[src/rtl/mul_div_unit_pkg.sv]
// Shared datapath definitions for the multiply/divide unit: operation codes,
// FSM states and small op-decoding helpers.
package mul_div_unit_pkg;

   typedef enum logic [2:0] {
      MDU_MULT  = 3'b000,
      MDU_MULTU = 3'b001,
      MDU_DIV   = 3'b010,
      MDU_DIVU  = 3'b011,
      MDU_MTHI  = 3'b100,
      MDU_MTLO  = 3'b101
   } mdu_op_e;

   typedef enum logic [1:0] {
      ST_IDLE = 2'b00,
      ST_CALC = 2'b01,
      ST_FIX  = 2'b10,
      ST_DONE = 2'b11
   } mdu_state_e;

   function automatic logic is_muldiv(input logic [2:0] op);
      return op[2] == 1'b0;
   endfunction

   function automatic logic is_signed_op(input logic [2:0] op);
      return (op[2] == 1'b0) && (op[0] == 1'b0);
   endfunction

   function automatic logic is_div_op(input logic [2:0] op);
      return (op[2] == 1'b0) && op[1];
   endfunction

endpackage

[src/rtl/mdu_step.sv]
// One iteration of the unsigned multiply (shift-add) or restoring divide
// (shift-subtract) on the shared {acc_hi, acc_lo} working register pair.
module mdu_step #(
   parameter int WIDTH = 32
) (
   input  logic             is_div,
   input  logic [WIDTH-1:0] acc_hi,
   input  logic [WIDTH-1:0] acc_lo,
   input  logic [WIDTH-1:0] opnd,
   output logic [WIDTH-1:0] nxt_hi,
   output logic [WIDTH-1:0] nxt_lo
);

   logic [WIDTH:0]   sum;
   logic [WIDTH:0]   shifted;
   logic [WIDTH-1:0] diff;
   logic             fits;

   // NOTE: every variable is assigned before any branch, so no latch is inferred.
   always_comb begin
      sum     = {1'b0, acc_hi} + (acc_lo[0] ? {1'b0, opnd} : '0);
      shifted = {acc_hi, acc_lo[WIDTH-1]};
      fits    = (shifted >= {1'b0, opnd});
      diff    = shifted[WIDTH-1:0] - opnd;
      nxt_hi  = sum[WIDTH:1];
      nxt_lo  = {sum[0], acc_lo[WIDTH-1:1]};
      // A successful trial subtraction always leaves less than the divisor,
      // so the low WIDTH bits of the difference hold the whole remainder.
      if (is_div) begin
         nxt_hi = fits ? diff : shifted[WIDTH-1:0];
         nxt_lo = {acc_lo[WIDTH-2:0], fits};
      end
   end

endmodule

[src/rtl/mul_div_unit.sv]
// Iterative HI/LO multiply/divide unit: WIDTH calculation cycles on operand
// magnitudes, one sign-fix cycle, one done cycle; mthi/mtlo write directly.
module mul_div_unit
   import mul_div_unit_pkg::*;
#(
   parameter int WIDTH = 32
) (
   input  logic             clk,
   input  logic             rst_n,
   input  logic             start,
   input  logic [2:0]       op,
   input  logic [WIDTH-1:0] a,
   input  logic [WIDTH-1:0] b,
   output logic             busy,
   output logic             done,
   output logic [WIDTH-1:0] hi,
   output logic [WIDTH-1:0] lo
);

   localparam int              CNT_W    = (WIDTH > 1) ? $clog2(WIDTH) : 1;
   localparam logic [CNT_W-1:0] CNT_LAST = CNT_W'(WIDTH - 1);

   mdu_state_e         state, state_nxt;
   mdu_op_e            op_q;
   logic [WIDTH-1:0]   a_q, b_q;
   logic [WIDTH-1:0]   acc_hi, acc_lo;
   logic [WIDTH-1:0]   step_hi, step_lo;
   logic [WIDTH-1:0]   opnd;
   logic [WIDTH-1:0]   res_hi, res_lo;
   logic [2*WIDTH-1:0] prod;
   logic [CNT_W-1:0]   cnt;
   logic               load_en, step_en, fix_en, mthi_en, mtlo_en;
   logic               sgn_q, div_q, neg_a, neg_b;

   function automatic logic [WIDTH-1:0] mag(input logic [WIDTH-1:0] v, input logic sgn);
      return (sgn && v[WIDTH-1]) ? -v : v;
   endfunction

   assign sgn_q = is_signed_op(op_q);
   assign div_q = is_div_op(op_q);
   assign neg_a = sgn_q & a_q[WIDTH-1];
   assign neg_b = sgn_q & b_q[WIDTH-1];
   assign opnd  = div_q ? mag(b_q, sgn_q) : mag(a_q, sgn_q);

   mdu_step #(.WIDTH(WIDTH)) u_step (
      .is_div (div_q),
      .acc_hi (acc_hi),
      .acc_lo (acc_lo),
      .opnd   (opnd),
      .nxt_hi (step_hi),
      .nxt_lo (step_lo)
   );

   // NOTE: sequential state uses non-blocking assignments so every register
   // samples pre-edge values regardless of process ordering.
   always_ff @(posedge clk or negedge rst_n) begin
      if (!rst_n) state <= ST_IDLE;
      else        state <= state_nxt;
   end

   always_comb begin
      state_nxt = state;
      case (state)
         ST_IDLE: if (start && is_muldiv(op)) state_nxt = ST_CALC;
         ST_CALC: if (cnt == CNT_LAST) state_nxt = ST_FIX;
         ST_FIX:  state_nxt = ST_DONE;
         ST_DONE: state_nxt = (start && is_muldiv(op)) ? ST_CALC : ST_IDLE;
         default: state_nxt = ST_IDLE;
      endcase
   end

   always_comb begin
      busy    = 1'b0;
      done    = 1'b0;
      load_en = 1'b0;
      step_en = 1'b0;
      fix_en  = 1'b0;
      mthi_en = 1'b0;
      mtlo_en = 1'b0;
      case (state)
         ST_IDLE, ST_DONE: begin
            done    = (state == ST_DONE);
            load_en = start && is_muldiv(op);
            mthi_en = start && (op == MDU_MTHI);
            mtlo_en = start && (op == MDU_MTLO);
         end
         ST_CALC: begin
            busy    = 1'b1;
            step_en = 1'b1;
         end
         ST_FIX: begin
            busy   = 1'b1;
            fix_en = 1'b1;
         end
         default: ;
      endcase
   end

   // Signed overflow (most negative / -1) needs no special case: the magnitude
   // quotient 2^(WIDTH-1) keeps its positive sign and reads back as itself.
   always_comb begin
      prod   = {acc_hi, acc_lo};
      res_hi = acc_hi;
      res_lo = acc_lo;
      if (!div_q) begin
         if (neg_a ^ neg_b) prod = -prod;
         {res_hi, res_lo} = prod;
      end else if (b_q == '0) begin
         res_hi = a_q;
         res_lo = '1;
      end else begin
         res_lo = (neg_a ^ neg_b) ? -acc_lo : acc_lo;
         res_hi = neg_a ? -acc_hi : acc_hi;
      end
   end

   // NOTE: latched operands and the working registers are reset too, so an
   // abandoned operation leaves nothing behind.
   always_ff @(posedge clk or negedge rst_n) begin
      if (!rst_n) begin
         op_q   <= MDU_MULT;
         a_q    <= '0;
         b_q    <= '0;
         acc_hi <= '0;
         acc_lo <= '0;
         cnt    <= '0;
      end else if (load_en) begin
         op_q   <= mdu_op_e'(op);
         a_q    <= a;
         b_q    <= b;
         acc_hi <= '0;
         acc_lo <= is_div_op(op) ? mag(a, is_signed_op(op)) : mag(b, is_signed_op(op));
         cnt    <= '0;
      end else if (step_en) begin
         acc_hi <= step_hi;
         acc_lo <= step_lo;
         cnt    <= cnt + CNT_W'(1);
      end
   end

   always_ff @(posedge clk or negedge rst_n) begin
      if (!rst_n) begin
         hi <= '0;
         lo <= '0;
      end else if (fix_en) begin
         hi <= res_hi;
         lo <= res_lo;
      end else begin
         if (mthi_en) hi <= a;
         if (mtlo_en) lo <= a;
      end
   end

endmodule

[config.mk]
export PLATFORM = sky130hd
export DESIGN_NAME = mul_div_unit
export DESIGN_NICKNAME = d
export VERILOG_FILES = /design/src/rtl/mul_div_unit_pkg.sv /design/src/rtl/mdu_step.sv /design/src/rtl/mul_div_unit.sv
export SDC_FILE = /design/constraint.sdc
export NUM_CORES = 1
export LEC_CHECK = 0
export ABC_AREA = 0
export CAP_MARGIN = 20
export CORE_ASPECT_RATIO = 1.4
export CORE_MARGIN = 3
export CORE_UTILIZATION = 50
export CTS_BUF_LIST = sky130_fd_sc_hd__clkbuf_8
export CTS_CLUSTER_DIAMETER = 30
export DETAILED_ROUTE_END_ITERATION = 12
export PLACE_DENSITY = 0.79
export SKIP_LAST_GASP = 1
export SLEW_MARGIN = 25
export SYNTH_ARGS = -nofsm -noshare
export SYNTH_HDL_FRONTEND = slang
export SYNTH_SLANG_ARGS = --single-unit
export TNS_END_PERCENT = 10
[constraint.sdc]
create_clock -name clk -period 13.3 [get_ports clk]
set_clock_uncertainty 0.15 [all_clocks]
set_input_delay 3.325 -clock clk [delete_from_list [all_inputs] [get_ports clk]]
set_output_delay 3.325 -clock clk [all_outputs]
set_load 0.1 [all_outputs]
==> results_dict.tcl <==
set metrics [dict create \
    synth_top_area_share_pct 27.4 \
    core_region_area_um2 36100 \
    final.setup.tns_ps 0 \
    fin_crit_ps 6440 \
    rsz0062_at_grt "no" \
    grt_pass1_vias 18700 \
    postRouteWirelength_mm 70.6 \
    violations "DRC" \
    max_freq_mhz 155 \
    timing.max_cap.violations 0 \
    r2r_setup_slack_ps 6950 \
    drt_pre_antenna_iters 12 \
    crit_type "reg2out" \
    antenna_found_initial 2 \
    setup.worst_path.end_class "output pin" \
    gr-total-overflow 0 \
    place.gp.congestion 1.00 \
    grt_pass1_wl_mm 107 \
    grt.met1_usage_pct 39.9 \
    cts_resized 0 \
    critical_path.endpoint "busy" \
    finalCritPeriodShare_pct 48.4 \
    wire_per_inst_um 23.7 \
    met3_usage_pct 4.69 \
    synth.area.top_cells "dfrtp_1, nand2_1, o21ai_0" \
    r2r_cells 17 \
    h-tree-depth 2 \
    grt_use_total_pct 34.7 \
    synth_edf_count 0 \
    avgSynthCellArea_um2 7.52 \
    synth.ff_latch_count 202 \
    critPathRequiredTime_ps 9820 \
    cts.path.max_buffers 3 \
    hold_viol_final 0 \
    row_count 82 \
    synth_cells 2453 \
    io_pins 136 \
    drtAntennaViolNets 0 \
    hp-class "reg2reg" \
    worst_pin_slew_ps 1120 \
    worstSetupStartpointType "flop" \
    synth_cell_types 77 \
    start_util_pct 51.1 \
    cts_hold_buf 0 \
    drc 2 \
    run_status "finished, violations left" \
    yosysWarnings 0 \
    critPathArrivalTime_ps 2970 \
    ff_latch_area_um2 5050 \
    dp_hpwl_mm 52.7 \
    syn_to_final_growth_pct 14.0 \
    path_clk_slew_ps 60 \
    multi_input_area_um2 12700 \
    portBuffers 135 \
    final_max_slew_viol_count 0 \
    synth.top_cells.by_count "nand2_1, o21ai_0, dfrtp_1" \
    cts_sinks 202 \
    synth_top_area_cell "dfrtp_1" \
    yosys.cell_count.top_type "nand2_1" \
    critical_path.max_fanout 7 \
    cts_tree "built" \
    clockRootBuffer "clkbuf_8" \
    worstSetupStartpoint "state[0]" \
    clock_latency_ps 570 \
    cts_made_buffers 40 \
    seq_area_frac_synth_pct 27.4 \
    viasPerCell 6.58 \
    layout.nets 2639 \
    slew_headroom_pct 24.6 \
    die_x_um 168 \
    die_y_um 233 \
    ys.flop_type "dfrtp_1" \
    synthArstFlopShare_pct 100 \
    finalSetupViolCount 0 \
    drtIter0Drc 2238 \
    globalRouteMet2Util_pct 58.6 \
    die_area_um2 39200 \
    worstReg2RegStart "a_q[7]" \
    synth_nets 2603 \
    busiest_layer "met2" \
    grt_start_max_net_pins 135 \
    syn_area_um2 18400 \
    fillers 3332 \
    drive_above_1_share_pct 5.20 \
    r2r_end "acc_lo[0]" \
    vias 19600 \
    postCtsSetupBuffers 0 \
]
-- worst min-delay path by stage --
stage,start,to,slack (ps),cells past startpoint
2_1_floorplan,op_q[1],op_q[1],310,2
3_3_place_gp,cnt[4],cnt[4],360,2
3_5_place_dp,b_q[9],b_q[9],370,2
4_1_cts,cnt[4],cnt[4],390,2
5_1_grt,cnt[3],cnt[3],410,2
6_report,cnt[4],cnt[4],380,2
-- routing by layer --
| metal | vias to the layer above | routed length, um |
|---|---|---|
| met5 | - | 0 |
| met4 | 0 | 6260 |
| met1 | 9324 | 25600 |
| met3 | 348 | 5250 |
| li1 | 8840 | - |
| met2 | 1120 | 33500 |
-- sequential cells by signal (all words and copies together), names as in the netlist --
register / cells
a_q: 32
acc_hi: 32
acc_lo: 32
b_q: 32
cnt: 5
hi: 32
lo: 32
op_q: 3
state: 2
-- through the flow --
stage / hold WS, ps / instance area (um^2) / cells / utilization [%] / worst slack, ps
global placement: 358 / 20000 / 2909 / 55.3 / 6390
finish: 380 / 21000 / 2985 / 58.2 / 6860
CTS: 386 / 21000 / 2982 / 58.1 / 6920
global route: 410 / 21000 / 2984 / 58.2 / 6700
floorplan: 315 / 18400 / 2453 / - / 7440
detailed placement: 372 / 20000 / 2909 / 55.3 / 6320
-- critical path: stages, from the launching register on --
cell             delay, ps
dfrtp_1                470
inv_1                  130
ha_1                   580
clkdlybuf4s50_1       1220
-- kinds of logic (layout without fill, tap and decap cells) --
kind of cell / after synthesis / after routing / share of synthesized area [%]
and+or+nand+nor: 929 / 929 / 22.9
AOI/OAI and AO/OA: 715 / 715 / 24.1
adders and majority gates: 80 / 80 / 5.51
xor gates and xnor gates: 251 / 251 / 11.9
muxes: 72 / 72 / 3.92
other: 0 / 3 / 0
DFF: 202 / 202 / 27.4
buffers and inverters: 204 / 271 / 4.25
-- final cells by class --
| cell class | count | area share (%) |
|---|---|---|
| clock inverters | 24 | 1.60 |
| well taps | 462 | 2.75 |
| flip-flops and latches | 202 | 24.0 |
| repair buffers | 162 | 7.47 |
| diodes | 3 | 0.0357 |
| multi-input cells | 2047 | 60.3 |
| clock buffers | 49 | 3.21 |
| inverters | 36 | 0.643 |
-- placed cells by master (no fill, tap or decap), types with 28 or more instances in the layout --
| master | instances |
|---|---|
| nand3_1 | 58 |
| o21ai_0 | 255 |
| a21o_1 | 28 |
| xor2_1 | 115 |
| mux2i_1 | 71 |
| o211ai_1 | 59 |
| or3_1 | 35 |
| dfrtp_1 | 202 |
| clkdlybuf4s50_1 | 134 |
| nand2_1 | 426 |
| a21oi_1 | 156 |
| o31ai_1 | 32 |
| xnor2_1 | 136 |
| nor2_1 | 197 |
| nor3_1 | 41 |
| clkbuf_8 | 50 |
| inv_1 | 40 |
| ha_1 | 77 |
Power is left out: the tool's default activity adds up to more than one toggle a clock period on the data nets, which glitch-free logic cannot reach.
